<file path="config.mk">
export PLATFORM = sky130hd
export DESIGN_NAME = reg_file_reader
export DESIGN_NICKNAME = d
export VERILOG_FILES = /design/src/rtl/reg_file_reader.sv
export SDC_FILE = /design/constraint.sdc
export NUM_CORES = 2
export LEC_CHECK = 0
export BUFFER_PORTS_ARGS = -buffer_cell sky130_fd_sc_hd__buf_2
export CORE_AREA = 4 4 345 431
export DETAILED_ROUTE_END_ITERATION = 8
export DIE_AREA = 0 0 349 435
export REMOVE_ABC_BUFFERS = 1
export SLEW_MARGIN = 20
export SYNTH_ARGS = -nofsm -noshare
export SYNTH_HDL_FRONTEND = slang
export SYNTH_SLANG_ARGS = --single-unit
</file>
<file path="constraint.sdc">
create_clock -name clk -period 2.62 [get_ports clk]
set_input_delay 0.131 -clock clk [delete_from_list [all_inputs] [get_ports clk]]
set_output_delay 0.131 -clock clk [all_outputs]
set_load 0.02 [all_outputs]
</file>
<file path="src/rtl/reg_file_reader.sv">
// Register storage for operand fetch: one write port, two registered read
// ports with write-through bypass, and a debug engine that dumps every
// register over a valid/ready handshake.
module reg_file_reader #(
  parameter int unsigned WIDTH = 32,
  parameter int unsigned DEPTH = 32,
  parameter int unsigned AW    = 5
) (
  input  logic             clk,
  input  logic             reset,
  input  logic             regWr,
  input  logic [AW-1:0]    wrAddr,
  input  logic [WIDTH-1:0] dataIn,
  input  logic [AW-1:0]    rdAddrA,
  input  logic [AW-1:0]    rdAddrB,
  output logic [WIDTH-1:0] dataOutA,
  output logic [WIDTH-1:0] dataOutB,
  input  logic             dumpStart,
  output logic             dumpBusy,
  output logic             dumpValid,
  input  logic             dumpReady,
  output logic [AW-1:0]    dumpAddr,
  output logic [WIDTH-1:0] dumpData
);

  typedef enum logic [1:0] {IDLE, LOAD, SEND} state_t;

  state_t           state;
  state_t           stateNext;
  logic [WIDTH-1:0] regs [DEPTH];
  logic [AW-1:0]    index;
  logic             lastEntry;
  logic [WIDTH-1:0] rdA;
  logic [WIDTH-1:0] rdB;
  logic [WIDTH-1:0] rdD;

  assign lastEntry = (index == AW'(DEPTH - 1));
  assign dumpBusy  = (state != IDLE);
  // Valid only while presenting, so an entry is never accepted twice.
  assign dumpValid = (state == SEND);

  // Read values with register 0 forced to zero and same-cycle write bypass.
  always_comb begin
    rdA = regs[rdAddrA];
    rdB = regs[rdAddrB];
    rdD = regs[index];
    if (regWr && wrAddr == rdAddrA) rdA = dataIn;
    if (regWr && wrAddr == rdAddrB) rdB = dataIn;
    if (regWr && wrAddr == index)   rdD = dataIn;
    if (rdAddrA == '0) rdA = '0;
    if (rdAddrB == '0) rdB = '0;
    if (index == '0)   rdD = '0;
  end

  // Dump FSM state register.
  always_ff @(posedge clk) begin
    if (reset) state <= IDLE;
    else       state <= stateNext;
  end

  // Dump FSM next-state logic; a start request while busy is dropped.
  always_comb begin
    stateNext = state;
    case (state)
      IDLE:    if (dumpStart) stateNext = LOAD;
      LOAD:    stateNext = SEND;
      SEND:    if (dumpReady) stateNext = lastEntry ? IDLE : LOAD;
      default: stateNext = IDLE;
    endcase
  end

  // Register array, read-port registers and dump datapath.
  always_ff @(posedge clk) begin
    if (reset) begin
      regs     <= '{default: '0};
      dataOutA <= '0;
      dataOutB <= '0;
      dumpData <= '0;
      dumpAddr <= '0;
      index    <= '0;
    end else begin
      if (regWr && wrAddr != '0) regs[wrAddr] <= dataIn;
      dataOutA <= rdA;
      dataOutB <= rdB;
      if (state == IDLE && dumpStart) index <= '0;
      if (state == LOAD) begin
        dumpData <= rdD;
        dumpAddr <= index;
      end
      if (state == SEND && dumpReady && !lastEntry) index <= index + 1'b1;
    end
  end

endmodule
</file>
==> results_tabular.tex <==
\begin{tabular}{lr}
\hline
Metric & Value \\
\hline
\multicolumn{2}{l}{\textbf{Worst setup path}} \\
\quad CP Launch Type & flop \\
\quad Crit path arrival time & around 3.2 ns \\
\quad Most frequent cell on the critical path & buf\_4 \\
\quad Worst Setup End Kind & flop \\
\quad CP Data Required Time & between 3 and 4 ns \\
\quad Category of the critical setup timing path & flop to flop \\
\quad Highest net fanout along the worst path & 16 \\
\quad Worst-path cell with the longest stage delay & dfxtp\_1 \\
\quad Max incr delay on CP & 0.52 ns \\
\quad R2R depth & 7 \\
\quad Sequence of cells on the critical path & buf\_4 -> and2\_4 -> buf\_4 -> a22oi\_1 -> a21oi\_1 -> or3\_1 -> o21ai\_1 \\
\multicolumn{2}{l}{\textbf{Clock network}} \\
\quad CTS clock-pin slew for the worst setup and hold paths & $\sim$0.06 ns \\
\quad Root Buffer Master & clkbuf\_16 \\
\quad \# H-tree levels & 3 \\
\quad Clk Latency, worst-skew pair & $\sim$0.80 ns \\
\quad CTS sink cnt & $\sim$1,100 \\
\quad Clock tree from TritonCTS & done \\
\quad Max Root-Sink Buffers & 3 \\
\quad Clock buffers created by TritonCTS & roughly 120 \\
\quad Setup bufs post-CTS & 0 \\
\multicolumn{2}{l}{\textbf{STA}} \\
\quad Setup violation total in the final timing report & 0 \\
\quad Final-report max-slew violation count & 0 \\
\quad Final worst-path cycle share & 0.950 \\
\quad Maximum frequency from static timing analysis & 402 MHz \\
\quad Hold violation total from the final report & 0 \\
\quad Slew headroom & 0.239 \\
\quad Final critical-path required period & between 2 and 2.5 ns \\
\quad Total negative slack & 0 ns \\
\quad Clk\_skew & approximately 0.03 ns \\
\quad Unrepaired setup endpoints after global routing & no \\
\quad Least-Margin Pin Slew & approximately 1.1 ns \\
\multicolumn{2}{l}{\textbf{Route}} \\
\quad Initial drt markers & 11,100 \\
\quad Number of vias per cell after detailed routing & between 7 and 8 \\
\quad WL/cell & between 30 and 40 um \\
\quad Vias after detailed routing & 66,100 \\
\quad DRT Wirelength & 324,000 um \\
\quad Number of remaining DRC errors & 0 \\
\quad First-pass iteration count of the detailed router & 8 \\
\quad Count of nets left with antenna violations after detail routing & 0 \\
\multicolumn{2}{l}{\textbf{Hold path}} \\
\quad Worst hold stages & 4 \\
\quad Type of the worst min-delay path & input port to flop \\
\multicolumn{2}{l}{\textbf{GRT}} \\
\quad Via count of the first global-routing pass & just over 60,000 \\
\quad First-pass GRT wire length & between 400,000 and 500,000 um \\
\quad Global-route total usage across every layer & 0.409 \\
\quad GRT overflow & 0 \\
\quad Initial antenna violation count & 29 \\
\quad Maximum number of pins on one net before global-route repair & 180 \\
\multicolumn{2}{l}{\textbf{Pwr}} \\
\quad Leakage component of the power & around 0.024 uW \\
\quad Peak supply drop & $\sim$0.54 mV \\
\quad Total power & a little over 40,000 uW \\
\quad Power density normalized to cell area & $\sim$550 nW/um2 \\
\multicolumn{2}{l}{\textbf{Synth}} \\
\quad Number of flip-flops and latches in the synthesized netlist & approximately 1,100 \\
\quad Share of flip-flops with an asynchronous set or reset & 0 \\
\quad Most repeated cell in the gate-level netlist after synthesis & nand2\_1 \\
\quad Mapped Cells & roughly 7,500 \\
\quad Yosys warning count & 0 \\
\quad Top area cells in the synthesized netlist & dfxtp\_1 (35\%), mux2i\_1 (14\%), mux4\_2 (12\%) \\
\quad Mean instance size in the synthesized netlist & 8.64 um2 \\
\quad Fraction of post-synthesis cell area in the top cell type by area & 0.350 \\
\quad Top cell types by occurrence after synthesis & nand2\_1 (2,045), dfxtp\_1 (1,132), a21oi\_1 (1,065), mux2i\_1 (886), clkbuf\_1 (492) \\
\quad Netlist area before placement & roughly 65,000 um2 \\
\quad Post-synth EDFFs & 0 \\
\quad Distinct cell type count of the synthesized netlist & between 50 and 60 \\
\quad Portion of the post-synthesis area used by sequential elements & 0.350 \\
\quad Most used flip-flop cell after synthesis & dfxtp\_1 \\
\quad Cell taking the most area after synthesis & dfxtp\_1 \\
\multicolumn{2}{l}{\textbf{Floorplanning}} \\
\quad Placeable Area & between 100,000 and 150,000 um2 \\
\quad Initial core utilization & 0.447 \\
\quad Chip Height & 435 um \\
\quad Die outline width & about 350 um \\
\quad Number of cell rows & roughly 160 \\
\quad Number of primary I/O pins & about 160 \\
\quad DIE AREA & 152,000 um2 \\
\multicolumn{2}{l}{\textbf{Place}} \\
\quad Estimated wirelength of the detail-placed design & between 150,000 and 200,000 um \\
\quad Number of buffers added on ports & around 150 \\
\quad RD Place Congestion & about 0.96 \\
\multicolumn{2}{l}{\textbf{Cells and area}} \\
\quad Ratio of cells with drive above 1 in the final layout & 0.160 \\
\quad Area overhead of the layout relative to synthesis & 13.9\% \\
\quad Filler cells & roughly 13,000 \\
\quad Final-stage net count & 7,420 \\
\multicolumn{2}{l}{\textbf{Run}} \\
\quad \# Max-Cap Violations & 0 \\
\multicolumn{2}{l}{\textbf{Run status}} \\
\quad Result of the run & finished clean \\
\hline
\end{tabular}
==> registers in the layout (all words and copies together) (netlist names) <==
register  flops
regs       1024
dataOutA     32
dataOutB     32
dumpData     32
dumpAddr      5
index         5
state         2
==> per-stage QoR <==
step                hold WS (ns)  cell area, um2  setup WS [ns]  std cells  utilization
floorplan                  0.200           61000         -14.23       6675            -
global placement           0.423           69000          0.199       9103        0.477
detailed placement         0.423           69100          0.185       9105        0.478
CTS                       0.0175           73500          0.308       9357        0.509
global route              0.0651           73600          0.207       9361        0.509
finish                    0.0514           73600          0.131       9391        0.509
==> layout make-up <==
class	count	area [um2]	share of cell area
Timing Repair Buffer	569	5490	0.0746
Multi-Input combinational cell	5533	38900	0.528
Antenna cell	34	85.1	0.00116
Inverter	10	43.8	0.000595
Clock inverter	51	644	0.00875
Sequential cell	1132	22700	0.308
Clock buffer	166	3470	0.0471
Tap cell	1896	2370	0.0322
==> cell usage in the layout, fill, tap and decap left out, drive strengths merged, types with 10 or more instances in the layout <==
cell type	Yosys	routed
mux4	355	355
nand3	39	39
nor2	140	140
a22oi	365	365
a221oi	168	168
nand2	2045	2045
a311oi	31	31
bufinv	0	14
o211a	31	31
clkbuf	493	167
a32o	23	23
and3b	10	10
o21ai	97	97
or3	34	34
nand3b	25	25
mux2i	886	886
buf	317	533
a21oi	1065	1065
dfxtp	1132	1132
diode	0	34
inv	9	10
nor2b	44	44
clkinv	1	29
o211ai	65	65
dlygate4sd3	0	35
o2111a	33	33
==> path summary, 6_finish.rpt <==
| kind | from | end | slack [ns] |
|---|---|---|---|
| hold / removal | rdAddrB[2] | dataOutB[8] | 0.05 |
| setup reg to reg | index[2] | dumpData[14] | 0.13 |
| hold reg to reg | regs[822] | regs[822] | 0.48 |
| setup / recovery | index[2] | dumpData[14] | 0.13 |
==> report_power, final <==
group | switching (uW) | internal, uW | total (uW)
clock network | 7790 | 10600 | 18300
logic | 3030 | 1370 | 4400
registers | 197 | 17400 | 17600
==> critical path: cells and delay by family (launching register included) <==
family | cells | cell delay, ns
buf+inv | 2 | 0.60
simple gates | 2 | 0.57
compound gates | 3 | 0.67
flops | 1 | 0.52
==> cell families after synthesis <==
| group | count (synthesis) | share of synthesized area |
|---|---|---|
| AND/OR/NAND/NOR | 2370 | 0.145 |
| buffers and inverters | 820 | 0.0565 |
| adder cells (fa/ha/maj) | 3 | 0.000581 |
| multiplexers | 1242 | 0.261 |
| XOR/XNOR | 15 | 0.00203 |
| AO/OA/AOI/OAI | 1903 | 0.184 |
| flip-flops | 1132 | 0.350 |
==> timing repair <==
item | in CTS | in global routing
endpoints found under the hold margin | 880 | 0
hold buffers | 35 | 0
gates resized for setup | 0 | 0
==> layer usage <==
| layer | vias to the layer above | part of all wire | GRT usage |
|---|---|---|---|
| met5 | - | 0.00034 | 0.000319 |
| met4 | 12 | 0.10 | 0.340 |
| met3 | 1884 | 0.15 | 0.129 |
| met2 | 5854 | 0.41 | 0.582 |
| met1 | 31600 | 0.34 | 0.502 |
| li1 | 26800 | - | - |
Note: power is estimated with default switching activity, not from simulation.
